### config.mk
export PLATFORM = sky130hd
export DESIGN_NAME = qspis_wb_arb
export DESIGN_NICKNAME = d
export VERILOG_FILES = /design/src/rtl/qspis_wb_arb.sv
export SDC_FILE = /design/constraint.sdc
export NUM_CORES = 1
export LEC_CHECK = 0
export BUFFER_PORTS_ARGS = -buffer_cell sky130_fd_sc_hd__buf_2
export CAP_MARGIN = 30
export CELL_PAD_IN_SITES_DETAIL_PLACEMENT = 1
export CELL_PAD_IN_SITES_GLOBAL_PLACEMENT = 2
export CORE_UTILIZATION = 23
export CTS_CLUSTER_DIAMETER = 60
export DETAILED_ROUTE_END_ITERATION = 10
export MAX_ROUTING_LAYER = met4
export PLACE_DENSITY_LB_ADDON = 0.1
export SYNTH_ARGS = -nofsm -noshare
export SYNTH_HDL_FRONTEND = slang
export SYNTH_SLANG_ARGS = --single-unit
export TNS_END_PERCENT = 100
### constraint.sdc
create_clock -name mclk -period 3.9 [get_ports mclk]
set_input_delay 0 -clock mclk [delete_from_list [all_inputs] [get_ports mclk]]
set_output_delay 0 -clock mclk [all_outputs]
set_load 0.02 [all_outputs]
### src/rtl/qspis_wb_arb.sv
// rtl/qspis_wb_arb.sv - two-requester round-robin arbiter and sequencer for one Wishbone master port
// Optional bus timeout: define QSPIS_WB_TIMEOUT_EN to abort a WB cycle that sees no ack/err.
module qspis_wb_arb #(
  parameter int         TMO_W   = 10,
  parameter logic [3:0] ADR_PAD = 4'b0
) (
  input  logic        mclk,
  input  logic        rst,
  // requester 0: QSPI slave register interface
  input  logic        r0_wr,
  input  logic        r0_rd,
  input  logic [23:0] r0_addr,
  input  logic [3:0]  r0_be,
  input  logic [31:0] r0_wdata,
  output logic [31:0] r0_rdata,
  output logic        r0_ack,
  output logic        r0_err,
  // requester 1: UART/debug master register interface
  input  logic        r1_wr,
  input  logic        r1_rd,
  input  logic [23:0] r1_addr,
  input  logic [3:0]  r1_be,
  input  logic [31:0] r1_wdata,
  output logic [31:0] r1_rdata,
  output logic        r1_ack,
  output logic        r1_err,
  // Wishbone master port
  output logic        wbm_cyc_o,
  output logic        wbm_stb_o,
  output logic [31:0] wbm_adr_o,
  output logic        wbm_we_o,
  output logic [31:0] wbm_dat_o,
  output logic [3:0]  wbm_sel_o,
  input  logic [31:0] wbm_dat_i,
  input  logic        wbm_ack_i,
  input  logic        wbm_err_i
);

  typedef enum logic [1:0] {
    S_IDLE = 2'd0,
    S_BUS  = 2'd1,
    S_HOLD = 2'd2
  } state_t;

  state_t state;

  // index of the requester that owns the current cycle
  logic gnt;
  // last granted index; rr_vld stays low until the first grant so req0 wins the first tie
  logic rr;
  logic rr_vld;

  logic req0_v;
  logic req1_v;
  logic pick;

  logic        bus_done;
  logic        done_err;
  logic [31:0] done_data;
  logic        load_rdata;

`ifdef QSPIS_WB_TIMEOUT_EN
  localparam logic [TMO_W-1:0] TMO_LAST = {TMO_W{1'b1}} - 1'b1;
  logic [TMO_W-1:0] tmo_cnt;
`else
  logic unused_tmo_w;
  assign unused_tmo_w = (TMO_W != 0);
`endif

  assign req0_v = r0_wr | r0_rd;
  assign req1_v = r1_wr | r1_rd;

  // choose the requester to grant: sole requester, or the one not served last on a tie
  always_comb begin
    pick = 1'b0;
    if (req0_v && req1_v) begin
      pick = rr_vld ? ~rr : 1'b0;
    end else if (req1_v) begin
      pick = 1'b1;
    end
  end

  // decide whether the running bus cycle ends this edge and with what result
  always_comb begin
    bus_done   = 1'b0;
    done_err   = 1'b0;
    done_data  = wbm_dat_i;
    load_rdata = ~wbm_we_o;
    if (wbm_ack_i || wbm_err_i) begin
      // err wins when both arrive together
      bus_done = 1'b1;
      done_err = wbm_err_i;
    end
`ifdef QSPIS_WB_TIMEOUT_EN
    else if (tmo_cnt == TMO_LAST) begin
      // counter reaches all-ones on this edge: abort with an error and all-ones data
      bus_done   = 1'b1;
      done_err   = 1'b1;
      done_data  = 32'hFFFF_FFFF;
      load_rdata = 1'b1;
    end
`endif
  end

  // sequencer: IDLE grants, BUS runs one WB cycle, HOLD gives the requester time to drop its request
  always_ff @(posedge mclk or posedge rst) begin
    if (rst) begin
      state     <= S_IDLE;
      gnt       <= 1'b0;
      rr        <= 1'b0;
      rr_vld    <= 1'b0;
      r0_rdata  <= 32'h0;
      r0_ack    <= 1'b0;
      r0_err    <= 1'b0;
      r1_rdata  <= 32'h0;
      r1_ack    <= 1'b0;
      r1_err    <= 1'b0;
      wbm_cyc_o <= 1'b0;
      wbm_stb_o <= 1'b0;
      wbm_adr_o <= 32'h0;
      wbm_we_o  <= 1'b0;
      wbm_dat_o <= 32'h0;
      wbm_sel_o <= 4'h0;
`ifdef QSPIS_WB_TIMEOUT_EN
      tmo_cnt   <= '0;
`endif
    end else begin
      // ack and err are single-cycle pulses
      r0_ack <= 1'b0;
      r0_err <= 1'b0;
      r1_ack <= 1'b0;
      r1_err <= 1'b0;
      case (state)
        S_IDLE: begin
          if (req0_v || req1_v) begin
            gnt       <= pick;
            wbm_adr_o <= {ADR_PAD, 4'h0, (pick ? r1_addr : r0_addr)};
            wbm_we_o  <= pick ? r1_wr : r0_wr;
            wbm_dat_o <= pick ? r1_wdata : r0_wdata;
            wbm_sel_o <= pick ? r1_be : r0_be;
            wbm_cyc_o <= 1'b1;
            wbm_stb_o <= 1'b1;
            state     <= S_BUS;
`ifdef QSPIS_WB_TIMEOUT_EN
            tmo_cnt   <= '0;
`endif
          end
        end
        S_BUS: begin
          if (bus_done) begin
            wbm_cyc_o <= 1'b0;
            wbm_stb_o <= 1'b0;
            state     <= S_HOLD;
            if (gnt) begin
              r1_ack <= 1'b1;
              r1_err <= done_err;
              if (load_rdata) begin
                r1_rdata <= done_data;
              end
            end else begin
              r0_ack <= 1'b1;
              r0_err <= done_err;
              if (load_rdata) begin
                r0_rdata <= done_data;
              end
            end
          end
`ifdef QSPIS_WB_TIMEOUT_EN
          else begin
            tmo_cnt <= tmo_cnt + 1'b1;
          end
`endif
        end
        S_HOLD: begin
          rr     <= gnt;
          rr_vld <= 1'b1;
          state  <= S_IDLE;
        end
        default: begin
          state <= S_IDLE;
        end
      endcase
    end
  end

endmodule

==> metrics.md, run 1 <==
| Metric | Value |
|---|---|
| Normalized max-slew margin | 0.471 |
| Worst hold slack | 0.272 ns |
| Root cell of the clock tree | sky130_fd_sc_hd__clkbuf_16 |
| Mean instance size in the synthesized netlist | 11.0 sq um |
| Count of input and output buffers | 290 |
| Number of antenna violations at the first check in global routing | 3 |
| Inserted Clock Buffers | 17 |
| Crit. End Element | register |
| Drt first pass iters | 4 |
| Peak per-stage delay on the critical path | 0.58 ns |
| Highest Clock Rate | 408 MHz |
| Parity-gate share of the synthesized area counting xor and xnor cells | 0 |
| Critical path's top delay family | buffers and inverters |
| First DRT Iteration DRCs | 149 |
| Vias/cell | 4.24 |
| Maximum number of pins on one net before global-route repair | 117 |
| Most used standard cells in the synthesized netlist | 135 x sky130_fd_sc_hd__dfrtp_1, 122 x sky130_fd_sc_hd__nand2_1, 66 x sky130_fd_sc_hd__nor2_1 |
| Total of fill cells in the finished design | 2745 |
| Tmin final | 2.45 ns |
| Global-route wire length before repair | 30200 um |
| Cell with the largest stage delay on the worst path | sky130_fd_sc_hd__dlygate4sd3_1 |
| Number of max-slew violations in the final report | 0 |
| Clock latency at the later pin of the worst-skew pair | 0.41 ns |
| TritonCTS Sinks | 135 |
| Multiplexer share of the synthesized area | 0.129 |
| Area of the die | 25000 sq um |
| Overall track demand over capacity in global routing | 0.163 |
| Number of DRC violations after detailed routing | 0 |
| Dominant combinational cell family by area after synthesis | simple AND/OR/NAND/NOR gates |
| Combinational fraction of design power | 0.504 |
| Share of the synthesized area in compound gates (AO/OA/AOI/OAI) | 0.0818 |
| Total power divided by cell area | 847 nW/um^2 |
| WP data required | 4.25 ns |
| Fraction of power consumed by the clock network | 0.190 |
| Count of boundary I/O pins | 299 |
| Setup repair after global routing missed its margin | false |
| Number of resized instances in the post-cts repair step | 0 |
| Routed Wire Length | 19500 um |
| Warnings from Yosys | 0 |
| Arrival time at the worst endpoint | 2.80 ns |
| Clock tree from TritonCTS | yes |
| Final worst clock skew | 0.00817 ns |
| GPL Wtd Cong | 0.782 |
| Fin util | 0.401 |
| Net switching power figure | 3.26 mW |
| Power Internal | 4.79 mW |
| Worst-margin pin slew | 0.793 ns |
| Max Fanout on Critical Path | 28 |
| Fin cells | 1288 |
| Number of instances in the synthesized netlist | 511 |
| Placed cell count | 1095 |
| Result of the run | complete, no violations |
| Buffers from clock root to sink, at most | 2 |
| Number of flops mapped to enable cells by yosys | 0 |
| Ratio of cells with drive above 1 in the final layout | 0.413 |
| Via count of the first global-routing pass | 5904 |
| Mean routed wirelength per cell | 15.1 um |
| Setup Total Neg Slack | 0 ns |
| Total number of placement rows | 56 |
| Leakage power | 4.51 nW |
| Switching part of the total | 0.405 |
| Most repeated cell in the gate-level netlist after synthesis | sky130_fd_sc_hd__dfrtp_1 |
| Starting density of the core | 0.236 |
| Number of synthesized register bits | 135 |
| Cell Area, Placed | 7370 sq um |
| Simple-gate share of the synthesized area | 0.139 |
| Startpoint-to-endpoint class of the critical path | register to register |
| Sequential share of the synthesized area | 0.603 |
| Share of synthesized cell area in full adder, half adder and majority cells | 0 |
| Maximum ir drop on the vdd rail | 0.000365 V |
| Fraction of registers with async set/reset | 1.00 |
| Via count | 5456 |
| Final std cell area, no fill | 9510 sq um |
| Mapped cell area | 5600 sq um |
| Crit path launch type | register |
| Sequential cell fraction of total power | 0.305 |
| Post-synthesis cell type count | 24 |
| Area growth, synth to finish | 69.8% |
| Chip Width | 158 um |
| Final-stage net count | 1112 |
| Number of antenna-violating nets in the routed design | 0 |
| Hpwl dp | 13100 um |
| Buffers inserted during post-CTS setup optimization | 0 |
| Post-synth top area cell | sky130_fd_sc_hd__dfrtp_1 |
| Crit path buffers/inverters | 3 |
| Kind of path behind the tightest hold check | input pin to register |
| Tcrit/Tclk final | 0.628 |
| Standard cell core area | 23700 sq um |
| Maximum level of the CTS H-tree | 4 |
| Flip-flop cell with the highest count after synthesis | sky130_fd_sc_hd__dfrtp_1 |
| Remaining global-route overflow | 0 |
| Ranking of synthesized cells by area | sky130_fd_sc_hd__dfrtp_1 60%, sky130_fd_sc_hd__mux2_2 12%, sky130_fd_sc_hd__nand2_1 8.2% |
| Fraction of synthesized cell area taken by the top area cell type | 0.603 |
| Maxcap violations | 0 |
| Final Hold Vio Count | 0 |
| Clock transition at path regs | 0.07 ns |
| Cell-by-cell listing of the critical path | nor2b_1 -> o22ai_4 -> buf_16 -> buf_4 -> nand2_1 -> a31oi_1 -> dlygate4sd3_1 |
| Vertical extent of the die | 158 um |
| Final setup viols | 0 |
registers in the layout, summed over array words and instances (netlist names), 2 cells and up:
register   flops
r1_rdata      32
wbm_adr_o     24
r0_rdata      32
wbm_sel_o      4
wbm_dat_o     32
state          2
layout by cell type, fill, tap and decap left out:
cell | netlist | layout
sky130_fd_sc_hd__a21o_1 | 2 | 2
sky130_fd_sc_hd__diode_2 | 0 | 4
sky130_fd_sc_hd__a21bo_2 | 1 | 1
sky130_fd_sc_hd__o22ai_4 | 0 | 1
sky130_fd_sc_hd__inv_8 | 0 | 1
sky130_fd_sc_hd__clkinv_2 | 0 | 1
sky130_fd_sc_hd__dfrtp_1 | 135 | 135
sky130_fd_sc_hd__o21ai_2 | 1 | 1
sky130_fd_sc_hd__conb_1 | 1 | 8
sky130_fd_sc_hd__a31oi_1 | 61 | 61
sky130_fd_sc_hd__a211oi_4 | 0 | 1
sky130_fd_sc_hd__clkinv_4 | 0 | 1
sky130_fd_sc_hd__and2b_1 | 1 | 1
sky130_fd_sc_hd__buf_16 | 0 | 1
sky130_fd_sc_hd__and3_1 | 2 | 2
sky130_fd_sc_hd__buf_12 | 0 | 2
sky130_fd_sc_hd__nor3_4 | 2 | 2
sky130_fd_sc_hd__nand2_1 | 122 | 122
sky130_fd_sc_hd__nand2b_1 | 2 | 2
sky130_fd_sc_hd__nor2_1 | 66 | 66
sky130_fd_sc_hd__mux2_2 | 60 | 60
sky130_fd_sc_hd__dlygate4sd3_1 | 0 | 157
sky130_fd_sc_hd__mux2_1 | 4 | 4
sky130_fd_sc_hd__clkinv_8 | 0 | 1
sky130_fd_sc_hd__o22a_2 | 0 | 1
sky130_fd_sc_hd__inv_6 | 0 | 9
sky130_fd_sc_hd__nor2b_1 | 1 | 1
sky130_fd_sc_hd__clkinvlp_4 | 0 | 3
sky130_fd_sc_hd__buf_2 | 13 | 290
sky130_fd_sc_hd__inv_1 | 3 | 2
sky130_fd_sc_hd__buf_4 | 9 | 6
sky130_fd_sc_hd__clkbuf_16 | 0 | 17
sky130_fd_sc_hd__o21ai_0 | 3 | 3
cell families after synthesis:
logic type / Yosys count
AND/OR/NAND/NOR: 196
other: 1
AO/OA/AOI/OAI: 71
multiplexers: 64
flip-flops: 135
buffers and inverters: 44
routing by layer:
| layer | track usage | vias up | routed length [um] |
|---|---|---|---|
| met1 | 0.186 | 2645 | 8170 |
| met3 | 0.0493 | 13 | 1480 |
| met2 | 0.274 | 191 | 9620 |
| met5 | - | - | 0 |
| met4 | 0.0476 | 0 | 232 |
| li1 | - | 2607 | - |
tightest hold or removal path, stage by stage:
cell and delay, ns:
sky130_fd_sc_hd__buf_2 0.14, sky130_fd_sc_hd__nor2_1 0.19, sky130_fd_sc_hd__a211oi_4 0.16, sky130_fd_sc_hd__o21ai_0 0.15
repair_timing:
item | in CTS | in global routing
hold endpoints to repair | 213 | 0
hold buffers | 157 | 0
setup endpoints to repair | 0 | 0
power groups by stage:
| stage | Combinational (mW) | Sequential (mW) | Clock, mW |
|---|---|---|---|
| after global routing | 4.44 | 2.56 | 1.66 |
| after floorplan | 1.30 | 3.29 | 0 |
| after detailed placement | 3.33 | 2.49 | 0 |
| after CTS | 4.08 | 2.47 | 1.59 |
| final | 4.06 | 2.46 | 1.53 |
| after global placement | 3.24 | 2.45 | 0 |
cell type report:
class	count	area [sq um]	share of cell area
repair buffers	456	3140	0.330
multi-input cells	339	2010	0.211
inverters	3	16.3	0.00171
clock buffers	17	425	0.0447
flip-flops and latches	135	3380	0.355
diodes	4	10.0	0.00105
clock inverters	15	134	0.0141
well taps	319	399	0.0420
worst paths after layout:
kind	from	endpoint	slack (ns)	cells past startpoint
setup / recovery	rr_vld	wbm_dat_o[19]	1.45	7
hold / removal	r1_rd	gnt	0.27	4
setup reg to reg	rr_vld	wbm_dat_o[19]	1.45	7
hold reg to reg	r0_rdata[31]	r0_rdata[31]	0.48	1
max in group asynchronous	rst	r1_rdata[14]	2.67	4
min in group asynchronous	rst	wbm_adr_o[5]	0.32	3
metrics by stage:
| stage | total power [mW] | setup slack, ns |
|---|---|---|
| final | 8.05 | 1.45 |
| after global routing | 8.65 | 1.26 |
| after CTS | 8.14 | 1.42 |
| after detailed placement | 5.82 | 1.91 |
| after global placement | 5.69 | 1.60 |
| after floorplan | 4.60 | 0.289 |
Note: power is estimated with default switching activity, not from simulation.
==> inputs of run 2 (changes only) <==
clock period = 2 ns   (was 3.9 ns; I/O delays follow)
==> run 2 against run 1 <==
Cell count up 0.39%; sequential share of layout area fell by 0.46 points; sequential power is 96% higher; setup slack got worse by 1.3 ns; first-iteration DRC count down 1.3%; register-to-register slack got worse by 1.3 ns; total power up 84%; clock power up 100%; flip-flop and latch count unchanged; utilization rose by 0.53 points; count of clock-buffer cells in the layout unchanged; clock skew increased by 0.0037 ns; highest routed layer unchanged.
==> metrics.md, run 2 (synthesis results as in run 1) <==
| Metric | Value |
|---|---|
| Leakage power | 4.59 nW (was 4.51 nW) |
| Final setup viols | 0 (unchanged) |
| Crit path launch type | register (unchanged) |
| Maxcap violations | 0 (unchanged) |
| Count of boundary I/O pins | 299 (unchanged) |
| Drt first pass iters | 4 (unchanged) |
| Via count of the first global-routing pass | 6118 (was 5904) |
| Commonest non-fill, non-tap cell in the layout | sky130_fd_sc_hd__buf_2 (unchanged) |
| Standard cell core area | 23700 sq um (unchanged) |
| Starting density of the core | 0.236 (unchanged) |
| Chip Width | 158 um (unchanged) |
| Terminus of the critical flop-to-flop path | wbm_we_o (was wbm_dat_o[19]) |
| Maximum ir drop on the vdd rail | 0.000466 V (was 0.000365 V) |
| Setup Total Neg Slack | 0 ns (unchanged) |
| Mean routed wirelength per cell | 16.0 um (was 15.1 um) |
| Hpwl dp | 13100 um (about the same) |
| Clock latency at the later pin of the worst-skew pair | 0.42 ns (was 0.41 ns) |
| Tmin final | 1.88 ns (was 2.45 ns) |
| Top library cells by usage in the layout, fill and taps aside | 290 x sky130_fd_sc_hd__buf_2, 157 x sky130_fd_sc_hd__dlygate4sd3_1, 135 x sky130_fd_sc_hd__dfrtp_1 (unchanged) |
| Peak per-stage delay on the critical path | 0.56 ns (was 0.58 ns) |
| Reg2reg path depth | 5 (was 7) |
| Worst hold start | r1_rd (unchanged) |
| Setup repair after global routing missed its margin | false (unchanged) |
| Vertical extent of the die | 158 um (unchanged) |
| Flip-flop and latch area | 3380 sq um (unchanged) |
| Root cell of the clock tree | sky130_fd_sc_hd__clkbuf_16 (unchanged) |
| Maximum number of pins on one net before global-route repair | 77 (was 117) |
| Count of input and output buffers | 290 (unchanged) |
| Largest registers | r0_rdata (32), r1_rdata (32), wbm_dat_o (32) (unchanged) |
| Placed cell count | 1098 (was 1095) |
| Final Hold Vio Count | 0 (unchanged) |
| Fin cells | 1293 (was 1288) |
| Clock tree from TritonCTS | yes (unchanged) |
| Final-stage net count | 1119 (was 1112) |
| Number of antenna-violating nets in the routed design | 0 (unchanged) |
| Overall track demand over capacity in global routing | 0.168 (was 0.163) |
| Multi-input logic area | 2010 sq um (unchanged) |
| Area growth, synth to finish | 72.1% (was 69.8%) |
| Inserted Clock Buffers | 17 (unchanged) |
| Final worst clock skew | 0.0119 ns (was 0.00817 ns) |
| Arrival time at the worst endpoint | 2.23 ns (was 2.80 ns) |
| GPL Wtd Cong | 0.732 (was 0.782) |
| Number of antenna violations at the first check in global routing | 2 (was 3) |
| Total number of placement rows | 56 (unchanged) |
| Ratio of cells with drive above 1 in the final layout | 0.418 (was 0.413) |
| TritonCTS Sinks | 135 (unchanged) |
| Area of the die | 25000 sq um (unchanged) |
| Maximum level of the CTS H-tree | 4 (unchanged) |
| Crit. End Element | register (unchanged) |
| Total of fill cells in the finished design | 2737 (was 2745) |
| Worst-margin pin slew | 0.645 ns (was 0.793 ns) |
| Via count | 5507 (was 5456) |
| First DRT Iteration DRCs | 147 (was 149) |
| Routed Wire Length | 20600 um (was 19500 um) |
| Worst R2R Setup Slack | 0.12 ns (was 1.45 ns) |
| Kind of path behind the tightest hold check | input pin to register (unchanged) |
| Min-Delay Path Depth | 5 (was 4) |
| Max Fanout on Critical Path | 19 (was 28) |
| Highest Clock Rate | 531 MHz (was 408 MHz) |
| Vias/cell | 4.26 (was 4.24) |
| Number of max-slew violations in the final report | 0 (unchanged) |
| Buffers from clock root to sink, at most | 2 (unchanged) |
| Remaining global-route overflow | 0 (unchanged) |
| Terminating pin of the worst hold path | wbm_adr_o[5] (was gnt) |
| Total power divided by cell area | 1530 nW/um^2 (was 847 nW/um^2) |
| Worst r2r src | state[1] (was rr_vld) |
| Result of the run | complete, no violations (unchanged) |
| Normalized max-slew margin | 0.569 (was 0.471) |
| Global-route wire length before repair | 31300 um (was 30200 um) |
| Startpoint-to-endpoint class of the critical path | register to register (unchanged) |
| Number of DRC violations after detailed routing | 0 (unchanged) |
| Cell with the largest stage delay on the worst path | sky130_fd_sc_hd__dlygate4sd3_1 (unchanged) |
| Clock transition at path regs | 0.07 ns (about the same) |
| WP data required | 2.35 ns (was 4.25 ns) |
| Cell-by-cell listing of the critical path | a211oi_4 -> clkbuf_16 -> nor2_1 -> a31oi_1 -> dlygate4sd3_1 (was nor2b_1 -> o22ai_4 -> buf_16 -> buf_4 -> nand2_1 -> a31oi_1 -> dlygate4sd3_1) |
| Tcrit/Tclk final | 0.941 (was 0.628) |
## run 2: repair_timing
item | 4_1_cts | 5_1_grt
resized for setup | 0 | 1
hold buffers | 157 | 0
setup endpoints to repair | 0 | 1
buffers inserted | 0 | 2
hold endpoints to repair | 151 | 0
## run 2: metrics by stage
stage | setup WS, ns | hold slack, ns | util | total power, mW | instance area [sq um]
2_1_floorplan | 0.321 | 0.135 | - | 8.96 | 5630
3_3_place_gp | 0.282 | 0.131 | 0.314 | 11.2 | 7430
3_5_place_dp | 0.212 | 0.130 | 0.314 | 11.4 | 7430
4_1_cts | 0.0482 | 0.209 | 0.405 | 14.8 | 9580
5_1_grt | 0.0156 | 0.255 | 0.407 | 15.8 | 9630
6_report | 0.117 | 0.243 | 0.407 | 14.8 | 9630
## run 2: cell type report
class / count / area share
flip-flops and latches: 135 / 0.351
diodes: 2 / 0.000520
clock buffers: 17 / 0.0442
well taps: 319 / 0.0414
repair buffers: 463 / 0.337
clock inverters: 15 / 0.0164
inverters: 3 / 0.00156
multi-input cells: 339 / 0.208
## run 2: how the worst max path moves through the flow
| stage | startpoint | endpoint | slack, ns | cells after the start |
|---|---|---|---|---|
| finish | state[1] | wbm_we_o | 0.12 | 5 |
| global route | state[1] | wbm_we_o | 0.02 | 5 |
| CTS | state[0] | wbm_we_o | 0.05 | 5 |
| detailed placement | state[1] | r1_rdata[29] | 0.21 | 5 |
| global placement | state[1] | r1_rdata[27] | 0.28 | 5 |
| floorplan | rst | gnt | 0.32 | 1 |
## run 2: per-layer routing
metal	vias to the layer above	wire (um)	global-route usage
met1	2666	8750	0.193
met2	201	10100	0.280
met5	-	0	-
met4	0	367	0.0614
li1	2615	-	-
met3	25	1370	0.0474
## run 2: where the power goes
group          internal (mW)  switching [mW]
clock                   1.66            1.40
combinational           2.68            4.23
sequential              4.10           0.712
total                   8.44            6.34
## run 2: worst max-delay path, delay by kind of cell (launching register included)
family	cells	cell delay, ns
buffers and inverters	2	0.83
AOI/OAI and AO/OA	2	0.50
DFF	1	0.42
and+or+nand+nor	1	0.05
